**src/rtl/uart_tx.sv**
```systemverilog
// 8N1 serial transmitter: a one-cycle flag plus a byte produces one LSB-first frame on tx.
// Each bit lasts MAX_CNT clocks. tx is registered, so it lags the bit counters by one clock.
module uart_tx #(
    parameter int MAX_CNT = 5208
) (
    input  logic       clk,
    input  logic       rstn,
    input  logic [7:0] data,
    input  logic       flag,
    output logic       tx
);

    localparam int              CNT_W    = (MAX_CNT > 1) ? $clog2(MAX_CNT) : 1;
    localparam logic [CNT_W-1:0] CNT_LAST = CNT_W'(MAX_CNT - 1);
    localparam logic [3:0]      BIT_LAST = 4'd9;

    typedef enum logic {
        IDLE,
        SEND
    } state_t;

    state_t           state;
    logic [7:0]       shreg;
    logic [CNT_W-1:0] baud_cnt;
    logic [3:0]       bit_cnt;

    logic             baud_wrap;
    logic [2:0]       data_idx;
    logic             tx_bit;

    assign baud_wrap = (baud_cnt == CNT_LAST);
    assign data_idx  = bit_cnt[2:0] - 3'd1;

    // Index 0 is the start bit, 1..8 carry shreg LSB first, 9 is the stop bit.
    always_comb begin
        tx_bit = 1'b1;
        if (bit_cnt == 4'd0) begin
            tx_bit = 1'b0;
        end else if (bit_cnt <= 4'd8) begin
            tx_bit = shreg[data_idx];
        end
    end

    always_ff @(posedge clk or negedge rstn) begin
        if (!rstn) begin
            state    <= IDLE;
            tx       <= 1'b1;
            shreg    <= 8'h00;
            baud_cnt <= '0;
            bit_cnt  <= 4'd0;
        end else begin
            case (state)
                IDLE: begin
                    tx <= 1'b1;
                    if (flag) begin
                        state    <= SEND;
                        shreg    <= data;
                        baud_cnt <= '0;
                        bit_cnt  <= 4'd0;
                    end
                end
                SEND: begin
                    // Requests arriving here are dropped, not queued.
                    tx <= tx_bit;
                    if (baud_wrap) begin
                        baud_cnt <= '0;
                        if (bit_cnt == BIT_LAST) begin
                            state   <= IDLE;
                            bit_cnt <= 4'd0;
                        end else begin
                            bit_cnt <= bit_cnt + 4'd1;
                        end
                    end else begin
                        baud_cnt <= baud_cnt + CNT_W'(1);
                    end
                end
                default: begin
                    state <= IDLE;
                    tx    <= 1'b1;
                end
            endcase
        end
    end

endmodule

```
**config.mk**
```make
export PLATFORM = sky130hd
export DESIGN_NAME = uart_tx
export DESIGN_NICKNAME = d
export VERILOG_FILES = /design/src/rtl/uart_tx.sv
export SDC_FILE = /design/constraint.sdc
export NUM_CORES = 1
export LEC_CHECK = 0
export BUFFER_PORTS_ARGS = -buffer_cell sky130_fd_sc_hd__buf_4
export CAP_MARGIN = 0
export CORE_UTILIZATION = 48
export DETAILED_ROUTE_END_ITERATION = 7
export PLACE_DENSITY = 0.66
export SLEW_MARGIN = 30
export SYNTH_ARGS = -nofsm -noshare
export SYNTH_HDL_FRONTEND = slang
export SYNTH_SLANG_ARGS = --single-unit
```
**constraint.sdc**
```tcl
create_clock -name clk -period 2.7 [get_ports clk]
set_input_delay 0.405 -clock clk [delete_from_list [all_inputs] [get_ports clk]]
set_output_delay 0.405 -clock clk [all_outputs]
set_load 0.01 [all_outputs]
```
==> results of run 1 <==
-- state kept, by name, summed over array words and instances (netlist names) --
register / cells
baud_cnt: 13
state: 1
tx: 1
shreg: 8
bit_cnt: 4
-- power groups by stage --
| stage | registers, mW | clock network (mW) | logic (mW) |
|---|---|---|---|
| after floorplan | 0.578 | 0 | 0.252 |
| after global placement | 0.634 | 0 | 0.257 |
| after detailed placement | 0.637 | 0 | 0.273 |
| after CTS | 0.629 | 0.186 | 0.274 |
| after global routing | 0.651 | 0.201 | 0.306 |
| final | 0.631 | 0.178 | 0.272 |
-- per-layer routing --
metal  GRT usage  vias up
li1            -      526
met5           0        -
met3      0.0268        2
met1       0.298      510
met2       0.320       33
met4      0.0612        0
-- through the flow --
step | instance area, µm² | total power [mW] | utilization
after CTS | 1610 | 1.09 | 0.565
after floorplan | 1500 | 0.830 | -
final | 1610 | 1.08 | 0.565
after global routing | 1610 | 1.16 | 0.565
after detailed placement | 1570 | 0.910 | 0.552
after global placement | 1570 | 0.891 | 0.552
-- cells by family (layout without fill, tap and decap cells) --
| logic type | after synthesis | in the layout |
|---|---|---|
| AOI/OAI and AO/OA | 32 | 32 |
| adders and majority gates | 5 | 5 |
| buffers and inverters | 11 | 20 |
| DFF | 27 | 27 |
| muxes | 13 | 13 |
| and+or+nand+nor | 48 | 48 |
-- placed cells by master (no fill, tap or decap), types with 4 or more instances in the layout --
cell,instances
dfrtp_1,26
nor2_1,7
a21oi_1,6
o21ai_0,6
mux2_2,10
ha_1,5
inv_1,4
buf_4,11
nand4_1,5
a31oi_1,7
nand2_1,10
-- worst min-delay path by stage --
stage	startpoint	to	slack [ns]
after floorplan	rstn	baud_cnt[0]$_DFFE_PN0P_	0.11
after global placement	rstn	bit_cnt[1]$_DFFE_PN0P_	0.34
final	data[0]	shreg[0]$_DFFE_PN0P_	0.30
after detailed placement	rstn	shreg[7]$_DFFE_PN0P_	0.34
after global routing	data[1]	shreg[1]$_DFFE_PN0P_	0.27
after CTS	data[4]	shreg[4]$_DFFE_PN0P_	0.28
-- worst max-delay path, cell delays in order, from the launching register on --
cell	delay, ns
dfrtp_1	0.40
ha_1	0.23
and4b_1	0.29
a31oi_4	0.25
or2_1	0.33
a211o_1	0.30
-- final cells by class --
cell class	count	area (µm²)
Timing Repair Buffer	12	92.6
Tap cell	31	38.8
Clock buffer	3	22.5
Sequential cell	27	677
Clock inverter	1	5.00
Inverter	4	15.0
Fill cell	259	1240
Multi-Input combinational cell	98	761
==> results.sh, run 1 <==
export IMPL_outcome="finished clean"
export IMPL_diodes=0
export IMPL_power_density_nw_per_um2=671
export IMPL_cts_hold_buf=1
export IMPL_p_leak_nw=0.741
export IMPL_initial_utilization=0.524
export IMPL_r2r_end="bit_cnt[3]$_DFFE_PN0P_"
export IMPL_synth_nets=152
export IMPL_yosys_top_cells_area="dfrtp_1 44%, mux2_2 7.5%, ha_1 4.2%"
export IMPL_cp_end_kind="flip-flop"
export IMPL_clock_sinks=27
export IMPL_synth_fa_ha_area_frac=0.0418
export IMPL_tightest_slew_ns=0.733
export IMPL_dominantRegCellSynth="dfrtp_1"
export IMPL_whs_ns=0.299
export IMPL_setup_slack_ns=0.791
export IMPL_htreeDepth=1
export IMPL_rows=19
export IMPL_worst_ir_drop_vdd_mv=0.305
export IMPL_synth_common_cells="26 x dfrtp_1, 10 x mux2_2, 10 x nand2_1"
export IMPL_cts_tree="yes"
export IMPL_syn_area_um2=1500
export IMPL_p_switching_mw=0.387
export IMPL_finalCritPeriodShare=0.707
export IMPL_wl_per_cell_um=16.5
export IMPL_crit_fanout=23
export IMPL_cts_buffers=3
export IMPL_wl_met1_um=1430
export IMPL_drc=0
export IMPL_gp_congestion=0.791
export IMPL_die_area_um2=3340
export IMPL_switching_share=0.358
export IMPL_crit_required_ns=2.92
export IMPL_finalCriticalPeriod_ns=1.91
export IMPL_ys_seq_elements=27
export IMPL_p_comb_frac=0.252
export IMPL_synth_top_cell_area_share=0.435
export IMPL_ys_seq_area_frac=0.453
export IMPL_synth_edf_count=0
export IMPL_fin_setup_tns_ns=0
export IMPL_wl_um=2900
export IMPL_first_pass_iters=4
export IMPL_hold_class="in -> reg"
export IMPL_wl_met2_um=1330
export IMPL_ys_warn_count=0
export IMPL_sequentialPowerShare=0.584
export IMPL_synth_cell_type_count=42
export IMPL_yosysMostFrequentCell="dfrtp_1"
export IMPL_vias=1071
export IMPL_grt_ovfl_total=0
export IMPL_rsz0062_at_grt="no"
export IMPL_placed_cells=171
export IMPL_relSlewSlack=0.510
export IMPL_synth_top_family_by_area="simple AND/OR/NAND/NOR gates"
export IMPL_place_ws_ns=0.798
export IMPL_intPower_mw=0.695
export IMPL_grt_usage=0.205
export IMPL_hold_path_depth=2
export IMPL_first_iter_violations=59
export IMPL_post_cts_resize_count=0
export IMPL_synthArstFlopShare=1.00
export IMPL_netlist_instances=136
export IMPL_drv_cap=0
export IMPL_die_x_um=57.8
export IMPL_area_delta_synth_final_pct=7.78
export IMPL_fin_skew_ns=0.00354
export IMPL_top_layer_used="met4"
export IMPL_antenna_left=0
export IMPL_cp_start_kind="flip-flop"
export IMPL_crit_start="baud_cnt[0]$_DFFE_PN0P_"
export IMPL_first_global_vias=1102
export IMPL_core_um2=2850
export IMPL_nets=162
export IMPL_p_clk_frac=0.165
export IMPL_grt_antenna_before_repair=0
export IMPL_critPathKind="reg -> reg"
export IMPL_cts_buffer_depth=2
export IMPL_post_cts_buffers=0
export IMPL_hold_violations=0
export IMPL_clock_fmax_ghz=0.524
export IMPL_yosys_area_share_simple=0.201
export IMPL_numPortBuffers=11
export IMPL_grt_pass1_wl_um=5290
export IMPL_critPathArrivalTime_ns=2.13
export IMPL_synthMuxAreaShare=0.112
export IMPL_cp_endpoint="bit_cnt[3]$_DFFE_PN0P_"
export IMPL_slew_violations=0
export IMPL_drive_gt1_frac=0.255
export IMPL_ios=12
export IMPL_clk_pin_slew_ns=0.15
export IMPL_avgSynthCellArea_um2=11.0
export IMPL_met3WireLength_um=123
export IMPL_rr_worst_depth=5
export IMPL_die_y_um=57.8
export IMPL_hpwl_um=2080
export IMPL_finalSetupViolCount=0
export IMPL_r2r_start="baud_cnt[0]$_DFFE_PN0P_"
export IMPL_grt_max_degree=28
export IMPL_synth_compound_area_share=0.154
export IMPL_synth_xor_area_frac=0
export IMPL_synth_top_area_cell="dfrtp_1"
export IMPL_clk_latency_ns=0.32
export IMPL_regToRegSetupSlack_ns=0.79
export IMPL_instances_no_fill=176
export IMPL_cts_root_buf="clkbuf_4"
export IMPL_via_per_inst=6.09
Note: power is estimated with default switching activity, not from simulation.
==> run 2, diff against run 1 <==
- PLACE_DENSITY: 0.66 -> 0.69
- clock period: 2.7 -> 1.75 ns (I/O delays scaled with it)
==> results.sh, run 2 (synthesis gave the netlist of run 1 again) <==
export IMPL_outcome="finished clean"
export IMPL_reg_top3="baud_cnt: 13 flops, shreg: 8 flops, bit_cnt: 4 flops"
export IMPL_ios=12
export IMPL_crit_required_ns=1.99
export IMPL_hpwl_um=2260
export IMPL_power_density_nw_per_um2=1010
export IMPL_largest_reg_flops=13
export IMPL_cts_buffers=3
export IMPL_slew_violations=0
export IMPL_instances_no_fill=198
export IMPL_grt_usage=0.213
export IMPL_drive_gt1_frac=0.389
export IMPL_p_switching_mw=0.654
export IMPL_switching_share=0.352
export IMPL_gp_congestion=0.859
export IMPL_rsz0062_at_grt="yes"
export IMPL_place_area_um2=1720
export IMPL_grt_antenna_before_repair=0
export IMPL_path_cells="nor4b_4, a31oi_4, or2_4, a211o_1"
export IMPL_core_um2=2850
export IMPL_cts_tree="yes"
export IMPL_rows=19
export IMPL_cts_buffer_depth=2
export IMPL_numPortBuffers=11
export IMPL_top_register="baud_cnt"
export IMPL_p_clk_frac=0.156
export IMPL_fin_skew_ns=0.00300
export IMPL_first_global_vias=1177
export IMPL_final_util=0.643
export IMPL_clock_sinks=27
export IMPL_final_area_um2=1830
export IMPL_drv_cap=0
export IMPL_first_pass_iters=4
export IMPL_cpMaxStageDelayCell="dfrtp_1"
export IMPL_wl_per_cell_um=15.6
export IMPL_die_y_um=57.8
export IMPL_p_leak_nw=0.854
export IMPL_clk_latency_ns=0.34
export IMPL_die_area_um2=3340
export IMPL_cts_root_buf="clkbuf_4"
export IMPL_cp_end_kind="flip-flop"
export IMPL_wl_um=3090
export IMPL_crit_fanout=7
export IMPL_cp_start_kind="flip-flop"
export IMPL_p_comb_frac=0.363
export IMPL_clk_pin_slew_ns=0.16
export IMPL_grt_ovfl_total=0
export IMPL_critPathMaxStageDelay_ns=0.44
export IMPL_total_power_mw=1.86
export IMPL_antenna_left=0
export IMPL_clock_fmax_ghz=0.588
export IMPL_finalCriticalPeriod_ns=1.70
export IMPL_final_cell_mix="31 x buf_4, 26 x dfrtp_1, 10 x mux2_2"
export IMPL_via_per_inst=5.92
export IMPL_grt_pass1_wl_um=5400
export IMPL_hold_class="in -> reg"
export IMPL_rr_worst_depth=4
export IMPL_grt_max_degree=28
export IMPL_vias=1173
export IMPL_initial_utilization=0.524
export IMPL_area_delta_synth_final_pct=22.7
export IMPL_hold_path_depth=2
export IMPL_relSlewSlack=0.772
export IMPL_sequentialPowerShare=0.481
export IMPL_htreeDepth=1
export IMPL_critPathArrivalTime_ns=1.94
export IMPL_hold_violations=0
export IMPL_intPower_mw=1.21
export IMPL_drc=0
export IMPL_diodes=0
export IMPL_die_x_um=57.8
export IMPL_nets=184
export IMPL_first_iter_violations=45
export IMPL_finalCritPeriodShare=0.972
export IMPL_worst_ir_drop_vdd_mv=0.559
export IMPL_placed_cells=191
export IMPL_critPathKind="reg -> reg"
export IMPL_tightest_slew_ns=0.342
export IMPL_final_common_cell="buf_4"
export IMPL_finalSetupViolCount=0
[run 2: metrics by stage]
step / hold slack [ns] / TNS (ns) / setup WS [ns]
2_1_floorplan: -0.0331 / 0 / 0.0709
3_5_place_dp: 0.198 / -0.0108 / -0.0108
4_1_cts: 0.132 / 0 / 0.0196
6_report: 0.144 / 0 / 0.0496
5_1_grt: 0.124 / -0.0508 / -0.0267
3_3_place_gp: 0.193 / 0 / 0.0297
[run 2: power by group through the flow]
stage / sequential (mW) / clock, mW / combinational, mW
after floorplan: 0.892 / 0 / 0.389
after global placement: 0.893 / 0 / 0.620
after detailed placement: 0.897 / 0 / 0.633
after CTS: 0.892 / 0.301 / 0.649
after global routing: 0.914 / 0.320 / 0.741
final: 0.894 / 0.290 / 0.676
[run 2: critical path, delay by kind of cell (launching register included)]
kind | cells | cell delay, ns
flops | 1 | 0.44
simple gates | 2 | 0.67
compound gates | 2 | 0.50
[run 2: area by class of cell]
| class | count | area (µm²) |
|---|---|---|
| clock buffers | 3 | 22.5 |
| inverters | 4 | 15.0 |
| flip-flops and latches | 27 | 677 |
| fillers | 249 | 1020 |
| multi-input cells | 98 | 800 |
| clock inverters | 1 | 7.51 |
| repair buffers | 34 | 274 |
| well taps | 31 | 38.8 |
[run 2: what timing repair did]
| action | 4_1_cts | 5_1_grt |
|---|---|---|
| buffers inserted | 2 | 1 |
| setup endpoints to repair | 4 | 6 |
| endpoints found under the hold margin | 26 | 0 |
| hold buffers | 1 | 0 |
| resized for setup | 2 | 6 |
| pin swaps | 2 | 5 |
[run 2: path summary, 6_finish.rpt]
kind	startpoint	end	slack (ns)
setup / recovery	baud_cnt[8]$_DFFE_PN0P_	bit_cnt[2]$_DFFE_PN0P_	0.05
hold / removal	data[5]	shreg[5]$_DFFE_PN0P_	0.14
setup reg to reg	baud_cnt[8]$_DFFE_PN0P_	bit_cnt[2]$_DFFE_PN0P_	0.05
hold reg to reg	shreg[1]$_DFFE_PN0P_	shreg[1]$_DFFE_PN0P_	0.52
max in group asynchronous	rstn	tx$_DFF_PN1_	1.11
min in group asynchronous	rstn	bit_cnt[2]$_DFFE_PN0P_	0.35
[run 2: layer usage]
layer,global-route usage,up-vias,share of wire
met5,0,-,0
met4,0.0986,0,0.032
li1,-,573,-
met3,0.0357,10,0.023
met2,0.319,19,0.46
met1,0.305,571,0.48
